File: src/rtl/uart_pkg.sv
// Shared UART definitions: transmitter state encoding, default bit timing,
// line levels and a parity helper used by both transmit and receive sides.
package uart_pkg;

    // Transmitter frame phases.
    typedef enum logic [2:0] {
        IDLE,
        START,
        DATA,
        PARITY,
        STOP
    } tx_state_t;

    // 9600 baud from a 10 MHz clock.
    localparam int CLKS_PER_BIT_DEF = 1042;

    localparam int DATA_BITS = 8;

    // Line levels shared with the receiver.
    localparam logic LINE_IDLE  = 1'b1;
    localparam logic LINE_START = 1'b0;

    // Parity over a data byte; odd sense inverts the even result.
    function automatic logic parity_bit(
        input logic [7:0] data,
        input logic       odd
    );
        return (^data) ^ odd;
    endfunction

endpackage

File: src/rtl/uart_baud_cnt.sv
// Bit-period counter: counts 0..CLKS_PER_BIT-1 and flags the last cycle.
// Ports: clk, rst (sync, active-high), clr (hold at zero), tick (last cycle of bit).
module uart_baud_cnt
    import uart_pkg::*;
#(
    parameter int CLKS_PER_BIT = CLKS_PER_BIT_DEF
) (
    input  logic clk,
    input  logic rst,
    input  logic clr,
    output logic tick
);

    localparam int W = $clog2(CLKS_PER_BIT);
    localparam logic [W-1:0] LAST = W'(CLKS_PER_BIT - 1);
    localparam logic [W-1:0] ONE  = W'(1);

    generate
        if (CLKS_PER_BIT < 2 || CLKS_PER_BIT > 65535) begin : g_bad_cpb
            $error("uart_baud_cnt: CLKS_PER_BIT must be in 2..65535");
        end
    endgenerate

    logic [W-1:0] cnt;

    // Wrapping on tick keeps every bit exactly CLKS_PER_BIT cycles long,
    // so consecutive bits never accumulate drift.
    always_ff @(posedge clk) begin
        if (rst || clr) begin
            cnt <= '0;
        end else if (tick) begin
            cnt <= '0;
        end else begin
            cnt <= cnt + ONE;
        end
    end

    assign tick = (cnt == LAST);

endmodule

File: src/rtl/uart_tx.sv
// UART transmitter: start bit, 8 data bits LSB-first, optional parity, 1-2 stops.
// Ports: clk, rst (sync, active-high), TxByte/TxStart (request), RsTx (line),
//        TxBusy (frame in flight), TxDone (one-cycle pulse at frame end).
module uart_tx
    import uart_pkg::*;
#(
    parameter int CLKS_PER_BIT = CLKS_PER_BIT_DEF,
    parameter int PARITY_EN    = 0,
    parameter int PARITY_ODD   = 0,
    parameter int STOP_BITS    = 1
) (
    input  logic       clk,
    input  logic       rst,
    input  logic [7:0] TxByte,
    input  logic       TxStart,
    output logic       RsTx,
    output logic       TxBusy,
    output logic       TxDone
);

    generate
        if (STOP_BITS != 1 && STOP_BITS != 2) begin : g_bad_stop
            $error("uart_tx: STOP_BITS must be 1 or 2");
        end
    endgenerate

    localparam logic [2:0] LAST_DATA = 3'(DATA_BITS - 1);
    localparam logic [2:0] LAST_STOP = 3'(STOP_BITS - 1);
    localparam logic       PAR_ON    = (PARITY_EN != 0);
    localparam logic       PAR_ODD   = (PARITY_ODD != 0);

    tx_state_t  state;
    tx_state_t  state_n;
    logic [7:0] shift_q;
    logic [7:0] shift_n;
    logic [2:0] bit_q;
    logic [2:0] bit_n;
    logic       par_q;
    logic       par_n;
    logic       tx_q;
    logic       tx_n;
    logic       busy_q;
    logic       busy_n;
    logic       done_q;
    logic       done_n;
    logic       tick;

    // Counter idles at zero so the start bit gets a full period from acceptance.
    uart_baud_cnt #(
        .CLKS_PER_BIT(CLKS_PER_BIT)
    ) u_baud (
        .clk (clk),
        .rst (rst),
        .clr (state == IDLE),
        .tick(tick)
    );

    // Next-state logic also computes the next line level, so RsTx is a flop
    // output with no combinational path from the inputs.
    always_comb begin
        state_n = state;
        shift_n = shift_q;
        bit_n   = bit_q;
        par_n   = par_q;
        tx_n    = tx_q;
        busy_n  = busy_q;
        done_n  = 1'b0;

        unique case (state)
            IDLE: begin
                tx_n   = LINE_IDLE;
                busy_n = 1'b0;
                if (TxStart) begin
                    state_n = START;
                    shift_n = TxByte;
                    // Parity is taken from the byte as latched, before shifting.
                    par_n   = parity_bit(TxByte, PAR_ODD);
                    bit_n   = '0;
                    tx_n    = LINE_START;
                    busy_n  = 1'b1;
                end
            end

            START: begin
                if (tick) begin
                    state_n = DATA;
                    tx_n    = shift_q[0];
                end
            end

            DATA: begin
                if (tick) begin
                    if (bit_q == LAST_DATA) begin
                        bit_n = '0;
                        if (PAR_ON) begin
                            state_n = PARITY;
                            tx_n    = par_q;
                        end else begin
                            state_n = STOP;
                            tx_n    = LINE_IDLE;
                        end
                    end else begin
                        shift_n = {1'b0, shift_q[7:1]};
                        bit_n   = bit_q + 3'd1;
                        tx_n    = shift_q[1];
                    end
                end
            end

            PARITY: begin
                if (tick) begin
                    state_n = STOP;
                    bit_n   = '0;
                    tx_n    = LINE_IDLE;
                end
            end

            STOP: begin
                tx_n = LINE_IDLE;
                if (tick) begin
                    // bit_q counts stop bits here.
                    if (bit_q == LAST_STOP) begin
                        state_n = IDLE;
                        bit_n   = '0;
                        done_n  = 1'b1;
                        busy_n  = 1'b0;
                    end else begin
                        bit_n = bit_q + 3'd1;
                    end
                end
            end

            default: begin
                state_n = IDLE;
                tx_n    = LINE_IDLE;
                busy_n  = 1'b0;
            end
        endcase
    end

    always_ff @(posedge clk) begin
        if (rst) begin
            state   <= IDLE;
            shift_q <= '0;
            bit_q   <= '0;
            par_q   <= 1'b0;
            tx_q    <= LINE_IDLE;
            busy_q  <= 1'b0;
            done_q  <= 1'b0;
        end else begin
            state   <= state_n;
            shift_q <= shift_n;
            bit_q   <= bit_n;
            par_q   <= par_n;
            tx_q    <= tx_n;
            busy_q  <= busy_n;
            done_q  <= done_n;
        end
    end

    assign RsTx   = tx_q;
    assign TxBusy = busy_q;
    assign TxDone = done_q;

endmodule

File: config.mk
export PLATFORM = sky130hd
export DESIGN_NAME = uart_tx
export DESIGN_NICKNAME = d
export VERILOG_FILES = /design/src/rtl/uart_pkg.sv /design/src/rtl/uart_baud_cnt.sv /design/src/rtl/uart_tx.sv
export SDC_FILE = /design/constraint.sdc
export NUM_CORES = 1
export LEC_CHECK = 0
export BUFFER_PORTS_ARGS = -buffer_cell sky130_fd_sc_hd__buf_2
export CAP_MARGIN = 20
export CORE_ASPECT_RATIO = 0.7
export CORE_MARGIN = 2
export CORE_UTILIZATION = 40
export DETAILED_ROUTE_END_ITERATION = 12
export PLACE_DENSITY = 0.57
export SYNTH_ARGS = -nofsm -noshare
export SYNTH_HDL_FRONTEND = slang
export SYNTH_SLANG_ARGS = --single-unit
File: constraint.sdc
create_clock -name clk -period 2.3 [get_ports clk]
set_input_delay 0.23 -clock clk [delete_from_list [all_inputs] [get_ports clk]]
set_output_delay 0.23 -clock clk [all_outputs]
set_load 0.05 [all_outputs]
# Word level (Yosys, flattened, before mapping)
# Cells that the tools add are included.
[word_totals] wordCells=69 output_inout_bits=3 latch_bits=0 reg_bits=28 inputBits=11 memories=0 romBits=0 ramBits=0
[op_classes] bitwise=3 mul=0 mux=30 n_reduce_logical=13 n_addsub=2 eq_ne=14 div_mod_pow=0 order_cmp=0 shift=0
[op_table] operator="$mux W3" n=13
[op_table] operator="$mux W8" n=3
[op_table] operator="$ne A2 B2 Y1 const B" n=8
[op_table] operator="$pmux W8 S2" n=1
[op_table] operator="$pmux W3 S5" n=1
[op_table] operator="$pmux W3 S4" n=1
[op_table] operator="$add A11 B1 Y11 const B" n=1
[op_table] operator="$eq A11 B11 Y1 const B" n=1
[op_table] operator="$mux W1" n=9
[op_table] operator="$reduce_and A7 Y1" n=1
[op_table] operator="$eq A3 B2 Y1 const B" n=2
[op_table] operator="$eq A3 B3 Y1 const B" n=2
[op_table] operator="$logic_not A3 Y1" n=2
[op_table] operator="$reduce_and A3 Y1" n=2
[op_table] operator="$reduce_or A3 Y1" n=2
[op_table] operator="$reduce_and A5 Y1" n=1
[op_table] operator="$pmux W1 S4" n=1
[op_table] operator="$reduce_and A4 Y1" n=1
[op_table] operator="$reduce_bool A4 Y1" n=1
[op_table] operator="$add A3 B1 Y3 const B" n=1
[op_table] operator="$eq A3 B1 Y1 const B" n=1
[op_table] operator="$not A1 Y1" n=3
[op_table] operator="$pmux W1 S3" n=1
[op_table] operator="$reduce_bool A2 Y1" n=1
[op_table] operator="2 further kinds" n=2

# Logic depth before layout (Yosys ltp)
[logic_depth] ltp_word=4 mapped_depth=8 mapped_depth_nobuf=6

# Cells and area by module
# From an unflattened synthesis, not the netlist that was laid out.
[hier_totals] hier_cells=161 area_unflattened_um2=1453.9
[by_module_without_submodules] mod="uart_tx" seq_area_each_um2=340.3 n_inst=1 area_each_um2=940.9 cells_each=105
[by_module_without_submodules] mod="uart_baud_cnt" seq_area_each_um2=220.2 n_inst=1 area_each_um2=513.0 cells_each=56

# Least setup slack after synthesis
# Ideal clock, no wire load.
[synth_timing] path_kind="register -> register" start="register bit_q[0]" end="register shift_q[5]" path_stages_with_launch=8 t_arrival_ns=1.664 setup_ns=0.060 path_buffers=1 period_less_slack_ns=1.723 required_time_ns=2.240 path_slack_ns=0.577 path_cell_list="dfxtp_1 -> ha_1 -> ha_1 -> nor4b_2 -> nand4_4 -> buf_6 -> a211oi_2 -> a41o_1"
[synth_between] elab_chain_len=3
[synth_lines] element="start, declared" line_no="uart_tx.sv:36" source="logic [2:0] bit_q;"
[synth_lines] element="start signal, assigned" line_no="uart_tx.sv:153" source="bit_q <= bit_n;"
[synth_lines] element="$eq A3 B3 Y1" line_no="uart_tx.sv:93" source="if (bit_q == LAST_DATA) begin"
[synth_lines] element="$ne A2 B2 Y1 (no source line)"
[synth_lines] element="$reduce_and A4 Y1 (no source line)"
[synth_lines] element="end signal, assigned" line_no="uart_tx.sv:152" source="shift_q <= shift_n;"
[synth_lines] element="end, declared" line_no="uart_tx.sv:34" source="logic [7:0] shift_q;"
# Every way passes these cells.
# A chain may end at the register's enable or synchronous reset.

# Worst setup path in the final report
[layout_timing] start="register bit_q[0]" end="register shift_q[2]"
# Same word-level chain as after synthesis.

==> flow_summary_export.csv <==
group,metric,value,unit
global_routing,overflow,0,
global_routing,antenna_found_initial,0,
power_and_ir_drop,combinationalPowerShare,0.089,
floorplan,rows,18,
clock_network,cts_root_buf,"clkbuf_8",
worst_setup_path,crit_chain,"ha_1, ha_1, nor4b_2, nand4_4, a211oi_1, a41o_1",
clock_network,cts_tree,"done",
floorplan,die_area,4230,um2
hold_path,min_from,"TxByte[7]",
clock_network,cts_buffers,3,
sta,setup_viol,0,
sta,final.setup.worst_slack,0.361,ns
sta,max_freq,0.516,GHz
worst_setup_path,critPathArrivalTime,2.16,ns
worst_setup_path,critical-path-top-delay-family,"simple AND/OR/NAND/NOR gates",
synthesis,syn_inst,159,
global_routing,grt_max_degree,18,
floorplan,ioPinCount,14,
worst_setup_path,path_common_cell,"ha_1",
final_layout,drive_gt1_frac,0.158,
hold_path,hold_depth,3,
floorplan,die_y,55.0,um
placed_design,io_buffers,13,
synthesis,syn_area_per_cell,9.36,um2
power_and_ir_drop,intPower,0.683,mW
synthesis,yosysTopAreaCell,"dfxtp_1",
power_and_ir_drop,p_sw,0.214,mW
placed_design,routabilityCongestion,0.833,
sta,final.setup_skew,0.0101,ns
floorplan,coreArea,3540,um2
worst_setup_path,endpoint_kind,"flop",
global_routing,grt_pass1_wl,4770,um
synthesis,synth_top_area_share,0.376,
synthesis,synth_seq_cells,28,
synthesis,ys.flop_type,"dfxtp_1",
routing,drt_wl_total,2970,um
clock_network,cts.repair.resized,0,
final_layout,final_common_cell,"dfxtp_1",
routing,first_pass_iters,4,
power_and_ir_drop,ir_drop,0.000294,V
power_and_ir_drop,seqPwrFrac,0.572,
worst_setup_path,ff2ff_setup_slack,0.36,ns
routing,avgRoutedWirePerCell,13.8,um
sta,timing.setup.tns,0,ns
clock_network,path_clk_slew,0.10,ns
floorplan,die_x,76.9,um
synthesis,seq_area_frac_synth,0.376,
sta,finalHoldViolCount,0,
routing,vias_per_cell,5.56,
sta,relSlewSlack,0.606,
routing,drc,0,
global_routing,grt_pass1_vias,962,
placed_design,dp_slack,0.377,ns
worst_setup_path,critical_path_class,"flop to flop",
synthesis,yosys_warnings,0,
power_and_ir_drop,power_density,555,nW/um2
synthesis,syn-num-nets,175,
hold_path,hold_end,"shift_q[7]",
worst_setup_path,r2r_end,"shift_q[2]",
power_and_ir_drop,clockPowerShare,0.339,
final_layout,fin_util,0.458,
placed_design,place_area,1560,um2
sta,rsz0062_at_grt,"no",
worst_setup_path,r2r_cells,6,
synthesis,synth_cell_types,44,
hold_path,hp-class,"input pin to flop",
worst_setup_path,cpPeakStageDelay,0.39,ns
power_and_ir_drop,p_leak,0.588,nW
synthesis,synth_enable_flop_cells,0,
worst_setup_path,worst_ep_required_time,2.52,ns
sta,period_needed,1.94,ns
clock_network,htreeDepth,1,
clock_network,insertion_delay,0.28,ns
synthesis,synthArstFlopShare,0,
final_layout,final_nets,182,
routing,antenna_left,0,
final_layout,stdcell_area,1620,um2
synthesis,netlist_area,1490,um2
status,outcome,"finished, final reports clean",
clock_network,postCtsSetupRepairBufs,0,
sta,fin_crit_sh,0.843,
final_layout,num_antenna_cells,0,
clock_network,clockBufferDepth,2,
sta,slew_viol_final,0,
global_routing,grt_use_total,0.146,
final_layout,layout_common_cells,"dfxtp_1 (28), nor2_1 (19), buf_2 (13)",
routing,num_vias,1195,
power_and_ir_drop,power,0.898,mW
final_layout,syn_to_final_growth,8.66,%
floorplan,initial_core_util,0.421,
flow_run,maxCapViolations,0,
power_and_ir_drop,swShare,0.239,
sta,worst_slew_pin_slew,0.591,ns
worst_setup_path,worstPathBufferInverterCount,0,
placed_design,hpwl,2150,um
clock_network,holdBufCountCts,0,
worst_setup_path,crit_path_start_kind,"flop",
synthesis,synth.area.top_cells,"dfxtp_1 (38%), nor2_1 (4.8%), a41o_1 (4.7%), mux2i_1 (4.7%), ha_1 (4.2%)",
worst_setup_path,reg2reg_from,"bit_q[0]",
routing,drt_iter0_drc,66,
worst_setup_path,worstPathMaxFanout,15,
worst_setup_path,crit_path_top_delay_cell,"nor4b_2",
clock_network,clkSinkCount,28,
==> sequential cells by signal, indices dropped and copies added, names as in the netlist <==
| signal | cells |
|---|---|
| RsTx | 1 |
| TxBusy | 1 |
| u_baud.cnt | 11 |
| bit_q | 3 |
| state | 3 |
| shift_q | 8 |
| TxDone | 1 |
==> final cells by class <==
class | instances | area [um2]
fill | 361 | 1920
clock buffer | 4 | 55.1
multi-input combinational | 114 | 848
inverter | 5 | 18.8
tap | 50 | 62.6
timing repair buffer | 14 | 72.6
sequential | 28 | 561
==> cell families after synthesis <==
group	share of synthesized area
and+or+nand+nor	0.241
AOI/OAI and AO/OA	0.181
DFF	0.376
buffers and inverters	0.0538
xor gates and xnor gates	0.0588
muxes	0.0471
adders and majority gates	0.0420
==> per-stage QoR <==
stage,std cells,hold slack [ns]
after floorplan,159,0.397
after global placement,211,0.462
final,215,0.219
after CTS,215,0.222
after global routing,215,0.232
after detailed placement,211,0.458
==> Yosys cell counts, types with 6 or more instances <==
library cell	count
mux2i_1	7
dfxtp_1	28
a41o_1	7
a211oi_1	6
buf_2	7
nor2_1	19
==> power by group through the flow <==
stage / Sequential [mW] / Combinational [mW] / Clock, mW
final: 0.514 / 0.0798 / 0.304
after global routing: 0.516 / 0.0882 / 0.342
after floorplan: 0.529 / 0.0543 / 0
after CTS: 0.514 / 0.0798 / 0.312
after global placement: 0.524 / 0.0786 / 0
after detailed placement: 0.525 / 0.0797 / 0
==> tightest hold or removal path: stages <==
cell and delay (ns):
buf_2 0.10, nand3b_1 0.07, a21oi_1 0.06
==> worst max path at each step <==
| stage | to | cells past startpoint | startpoint | slack, ns |
|---|---|---|---|---|
| detailed placement | shift_q[2] | 6 | bit_q[0] | 0.38 |
| CTS | shift_q[2] | 6 | bit_q[0] | 0.34 |
| global placement | shift_q[2] | 6 | bit_q[0] | 0.50 |
| finish | shift_q[2] | 6 | bit_q[0] | 0.36 |
| global route | shift_q[2] | 6 | bit_q[0] | 0.26 |
| floorplan | shift_q[5] | 7 | bit_q[0] | 0.58 |
==> metal layers <==
layer  global-route usage  vias up  part of all wire
met5                    0        -                 0
met3               0.0455        4             0.059
met1                0.224      557              0.55
li1                     -      602                 -
met2                0.197       32              0.38
met4               0.0273        0            0.0047
(Power assumes the default switching activity.)
